<file path="src/rtl/usb2_tx_pkg.sv">
// usb2_tx_pkg: shared constants and state encodings for the USB2 TX stages
package usb2_tx_pkg;
  localparam int MAX_ONES_DEFAULT = 6;
  typedef enum logic {PASS = 1'b0, STUFF = 1'b1} stuff_state_t;
endpackage

</file>
<file path="src/rtl/bit_stuffer.sv">
// bit_stuffer: inserts a 0 after every MAX_ONES consecutive 1s while stuffing is enabled
module bit_stuffer
  import usb2_tx_pkg::*;
#(
  parameter int MAX_ONES = MAX_ONES_DEFAULT
) (
  input  logic clk,
  input  logic rst,
  input  logic din,
  input  logic din_valid,
  output logic din_ready,
  input  logic stuff_en,
  output logic dout,
  output logic dout_valid
);
  localparam int CW = $clog2(MAX_ONES + 1);
  stuff_state_t state;
  logic [CW-1:0] ones_cnt;
  logic xfer;
  assign din_ready = (state == PASS);
  assign xfer = din_valid & din_ready;
  always_ff @(posedge clk) begin
    if (rst) begin
      state      <= PASS;
      ones_cnt   <= '0;
      dout       <= 1'b0;
      dout_valid <= 1'b0;
    end else if (state == STUFF) begin
      state      <= PASS;
      ones_cnt   <= '0;
      dout       <= 1'b0;
      dout_valid <= 1'b1;
    end else begin
      dout_valid <= xfer;
      if (xfer) dout <= din;
      if (!stuff_en || (xfer && !din)) ones_cnt <= '0;
      else if (xfer) begin
        ones_cnt <= ones_cnt + 1'b1;
        state    <= (ones_cnt == CW'(MAX_ONES - 1)) ? STUFF : PASS;
      end
    end
  end
endmodule
</file>
<file path="config.mk">
export PLATFORM = sky130hd
export DESIGN_NAME = bit_stuffer
export DESIGN_NICKNAME = d
export VERILOG_FILES = /design/src/rtl/usb2_tx_pkg.sv /design/src/rtl/bit_stuffer.sv
export SDC_FILE = /design/constraint.sdc
export NUM_CORES = 1
export LEC_CHECK = 0
export ABC_AREA = 1
export BUFFER_PORTS_ARGS = -buffer_cell sky130_fd_sc_hd__buf_2
export CORE_AREA = 2 2 39 41
export DETAILED_ROUTE_END_ITERATION = 10
export DIE_AREA = 0 0 41 43
export PLACE_DENSITY = 0.45
export SLEW_MARGIN = 0
export SYNTH_ARGS = -nofsm -noshare
export SYNTH_HDL_FRONTEND = slang
export SYNTH_SLANG_ARGS = --single-unit
</file>
<file path="constraint.sdc">
create_clock -name clk -period 2.33 [get_ports clk]
set_input_delay 0.233 -clock clk [delete_from_list [all_inputs] [get_ports clk]]
set_output_delay 0.233 -clock clk [all_outputs]
set_load 0.05 [all_outputs]
</file>
==> out/results.ini, run 1 <==
[critical_path]
crit_buf_inv=2
start_kind=flip-flop
end_kind=output port
rrSetupSlack_ns=1.33
path_class=reg -> out
critPathRequiredTime_ns=2.10
max_stage_delay_ns=0.33
cp_max_fo=6
cp_cell_sequence=inv_2 > buf_2
cp.depth=2
crit_family=buffers and inverters
rr_worst_depth=4
critPathSlowestCell=dfxtp_1
crit_arrival_ns=0.96

[run_status]
status=completed

[worst_hold_path]
hold-path-cell-count=2
hold_class=in -> reg

[route]
viasPerCell=3.98
drc_errors=0
wl_per_cell_um=8.74
drtIter0Drc=0
num_vias=247
ant_nets=0
firstDrtPassIters=1
wl_um=542

[sta]
rsz0062_at_grt=false
slew-limit-headroom_pct=83.6
setup_viol=0
finalWorstSetupSlack_ns=1.14
maxClockFrequency_ghz=0.841
min_period_over_period_pct=51.0
finalHoldViolations=0
fin_skew_ns=0.000317
worst_pin_slew_ns=0.248
fin_tns_setup_ns=0
drv_slew=0
layout_min_cycle_time_ns=1.19

[synthesis]
yosysTopAreaCellShare_pct=43.2
netlist_instances=36
netlist-cell-type-count=13
synth-compound-area-share_pct=6.76
netlist_top_cells_area=dfxtp_1 43%, nand2_1 11%, ha_1 9.0%
synth-simple-area-share_pct=32.9
synth_xor_area_share_pct=0
synth_area_leader_cell=dfxtp_1
yosysSeqAreaShare_pct=43.2
synth_top_family_by_area=simple AND/OR/NAND/NOR gates
synth_fp_nets=43
ys_ff_latch=6
synth_area_um2=278
synth_warnings=0
synthAdderAreaFrac_pct=9.01
synthMuxAreaShare_pct=0
syn_area_per_cell_um2=7.72

[final_layout]
layout-drive-gt1-share_pct=34.8
areaGrowthSynthToFinish_pct=27.9
nets=55
antenna_cells=0
fillCellCount=155
stdcell_count=62

[placement]
pre_cts_ws_ns=1.33
dpl.hpwl_um=405
placed_cells=59
port_buffers=7
gp_congestion=0.621

[grt]
grt_pass1_vias=218
grt_use_total_pct=8.44
grt_max_degree=7
grt_pass1_wl_um=855
overflow=0
antenna_found_initial=0

[floorplanning]
die_h_um=43
core_um2=1380
ios=8
dieArea_um2=1760
initial_core_util_pct=20.1
rows=14
chipWidth_um=41

[clock_network]
path_clk_slew_ns=0.05
cts_setup_buffers=0
clockBufferDepth=2
post_cts_resized=0
clk_latency_ns=0.25
h-tree-depth=1
numCtsBuffers=3
cts_root_buf=clkbuf_4
cts_hold_buf=0
cts.sinks=6
tritoncts=built

[power_and_ir_drop]
power_density_nw_per_um2=656
power_w=0.000233
ir_worst_vdd_mv=0.128
p_leak_nw=0.161

[flow_run]
drv_cap=0

synth_stat cells:
library cell,n
nor2_1,4
nand3b_1,1
ha_1,2
nor2_2,2
nand3_2,1
inv_1,4
dfxtp_1,6
nand4_1,1
a21oi_1,2
a21oi_2,1
nand3_1,2
nand2_1,8
inv_2,2
logic make-up (layout without fill, tap and decap cells):
group / after synthesis / count (layout)
fa+ha+maj: 2 / 2
flops: 6 / 6
simple gates: 19 / 19
compound gates: 3 / 3
buf+inv: 6 / 16
path summary, 6_finish.rpt:
path                             startpoint           to
worst max-delay path                  state    din_ready
worst min-delay path                    rst   dout_valid
worst max register to register  ones_cnt[1]  ones_cnt[1]
worst min register to register         dout         dout
state kept, by name (all words and copies together) (netlist names):
name,flops
dout,1
dout_valid,1
ones_cnt,3
state,1
cell type report:
cell class,instances,area (um2),share of cell area (%)
Inverter,6,22.5,6.34
Clock buffer,3,22.5,6.34
Tap cell,16,20.0,5.63
Sequential cell,6,120,33.8
Timing Repair Buffer,7,35.0,9.86
Multi-Input combinational cell,24,135,38.0
cells in the final DEF (no fill, tap or decap), drive strengths merged:
cell,instances
nand3b,1
ha,2
nand2,8
inv,6
nor2,6
nand4,1
clkbuf,3
a21oi,3
dfxtp,6
buf,7
nand3,3
report_power, final:
part	switching, W	total [W]	internal (W)	leakage [nW]
Combinational	0.0000175	0.0000256	0.00000808	0.0986
Clock	0.0000415	0.000100	0.0000585	0.0138
Sequential	0.00000143	0.000107	0.000106	0.0490
Total	0.0000604	0.000233	0.000173	0.161
per-stage QoR:
step | hold WS (ns) | cell area (um2) | util [%]
global route | 0.160 | 355 | 25.7
global placement | 0.423 | 333 | 24.1
detailed placement | 0.420 | 333 | 24.1
CTS | 0.155 | 355 | 25.7
finish | 0.159 | 355 | 25.7
floorplan | 0.302 | 278 | -
per-layer routing:
metal,wire length (um),vias up,share of wire [%],track usage [%]
met5,0,-,0,0
met1,249,98,46,8.71
met4,39,0,7.2,14.0
li1,-,133,-,-
met3,47,4,8.7,3.14
met2,206,12,38,9.38
(Power assumes the default switching activity.)
==> run 2: changes to the inputs <==
==> constraint.sdc (replaced) <==
create_clock -name clk -period 1.1 [get_ports clk]
set_input_delay 0.11 -clock clk [delete_from_list [all_inputs] [get_ports clk]]
set_output_delay 0.11 -clock clk [all_outputs]
set_load 0.05 [all_outputs]
==> run 2 against run 1 <==
  * Setup slack got worse by 1.1 ns
  * Worst hold slack got worse by 0.12 ns
  * Register-to-register slack lost 1.2 ns
  * Sequential share of layout area is essentially flat
  * Critical endpoint unchanged
  * Cell count unchanged
  * Die area did not move
  * Routed wire length down 4.1%
  * Critical path depth unchanged
==> out/results.ini, run 2 (synthesis results as in run 1) <==
[flow_run]
drv_cap=0  ; unchanged

[floorplanning]
rows=14  ; unchanged
chipWidth_um=41  ; unchanged
ios=8  ; unchanged
die_h_um=43  ; unchanged
core_um2=1380  ; unchanged
dieArea_um2=1760  ; unchanged
initial_core_util_pct=20.1  ; unchanged

[sta]
slew-limit-headroom_pct=83.6  ; about the same
rsz0062_at_grt=false
worst_pin_slew_ns=0.248  ; +0.00000346 ns
fin_skew_ns=0.000182  ; -0.000135 ns
maxClockFrequency_ghz=0.969
drv_slew=0  ; unchanged
hold_ws_ns=0.0399  ; -0.119 ns
finalHoldViolations=0  ; unchanged
layout_min_cycle_time_ns=1.03
min_period_over_period_pct=93.9
setup_viol=0  ; unchanged
finalWorstSetupSlack_ns=0.0676  ; -1.07 ns
fin_tns_setup_ns=0  ; unchanged

[placement]
port_buffers=7  ; unchanged
pre_cts_ws_ns=0.0991  ; -1.23 ns
gp_congestion=0.652  ; +4.9%
dpl.hpwl_um=402  ; -0.74%
placed_cells=59  ; unchanged

[route]
drtIter0Drc=2  ; +2
ant_nets=0  ; unchanged
wl_per_cell_um=8.39  ; -4.1%
drc_errors=0  ; unchanged
firstDrtPassIters=2  ; +1
wl_um=520  ; -4.1%
num_vias=243  ; -1.6%
viasPerCell=3.92  ; -1.6%

[final_layout]
areaGrowthSynthToFinish_pct=29.3
layout-drive-gt1-share_pct=37.0  ; +2.2 points
nets=55  ; unchanged
most-common-layout-cells=8 x nand2_1, 6 x buf_2, 5 x dfxtp_1
stdcell_count=62  ; unchanged
antenna_cells=0  ; unchanged
largest_reg_flops=3  ; unchanged
top_register=ones_cnt
final_common_cell=nand2_1

[power_and_ir_drop]
p_comb_share_pct=11.0  ; about the same
clkPwrFrac_pct=42.6  ; -0.3 points
power_density_nw_per_um2=1370  ; +110%
ir_worst_vdd_mv=0.257  ; +100%
p_int_w=0.000365  ; +110%
seq_power_share_pct=46.4  ; +0.3 points
p_switching_w=0.000125  ; +110%
p_sw_share_pct=25.5  ; -0.44 points
p_leak_nw=0.164  ; +1.6%

[clock_network]
numCtsBuffers=3  ; unchanged
h-tree-depth=1  ; unchanged
path_clk_slew_ns=0.05  ; about the same
cts_setup_buffers=0  ; unchanged
tritoncts=built
cts_root_buf=clkbuf_4
cts.sinks=6  ; unchanged
clockBufferDepth=2  ; unchanged
clk_latency_ns=0.24  ; about the same

[grt]
antenna_found_initial=0  ; unchanged
grt_pass1_vias=209  ; -4.1%
grt_use_total_pct=7.53  ; -0.91 points
overflow=0  ; unchanged
grt_pass1_wl_um=800  ; -6.4%
grt_max_degree=7  ; unchanged

[worst_hold_path]
hold_class=in -> reg
hold-path-cell-count=2  ; unchanged

[run_status]
status=completed

[critical_path]
critPathRequiredTime_ns=0.99  ; -1.11 ns
rr_worst_depth=4  ; unchanged
end_kind=output port
path_class=reg -> out
crit_arrival_ns=0.92  ; -0.04 ns
cp_max_fo=6  ; unchanged
start_kind=flip-flop

[run 2: area by class of cell]
class	count	area (um2)
timing repair buffer	7	37.5
inverter	6	22.5
tap	16	20.0
fill	154	1020
sequential	6	121
clock buffer	3	22.5
multi-input combinational	24	135
[run 2: metal layers]
layer	up-vias	share of wire (%)	track usage (%)
li1	133	-	-
met1	99	47	8.36
met2	9	43	8.75
met3	2	6.7	3.14
met4	0	2.3	10.0
met5	-	0	0
[run 2: what timing repair did]
action,4_1_cts,5_1_grt
hold buffers,0,0
resized for setup,0,2
endpoints found under the setup margin,0,2
[run 2: worst paths after layout]
check / startpoint / end / slack [ns]
setup / recovery: state / din_ready / 0.07
hold / removal: rst / dout_valid / 0.04
setup reg to reg: ones_cnt[1] / ones_cnt[1] / 0.12
hold reg to reg: dout / dout / 0.46
[run 2: power by group through the flow]
stage,Combinational (W),Sequential (W),Clock [W]
3_3_place_gp,0.0000550,0.000232,0
6_report,0.0000540,0.000227,0.000209
2_1_floorplan,0.0000205,0.000247,0
5_1_grt,0.0000602,0.000228,0.000233
4_1_cts,0.0000552,0.000227,0.000218
3_5_place_dp,0.0000551,0.000232,0
[run 2: stage by stage]
stage | cell area (um2) | power (W) | util (%)
2_1_floorplan | 278 | 0.000268 | -
4_1_cts | 355 | 0.000501 | 25.7
5_1_grt | 359 | 0.000521 | 25.9
3_3_place_gp | 333 | 0.000287 | 24.1
6_report | 359 | 0.000490 | 25.9
3_5_place_dp | 333 | 0.000287 | 24.1
[run 2: critical path: stages, from the launching register on]
cell and delay, ns:
dfxtp_1 0.38, inv_2 0.08, clkbuf_4 0.22
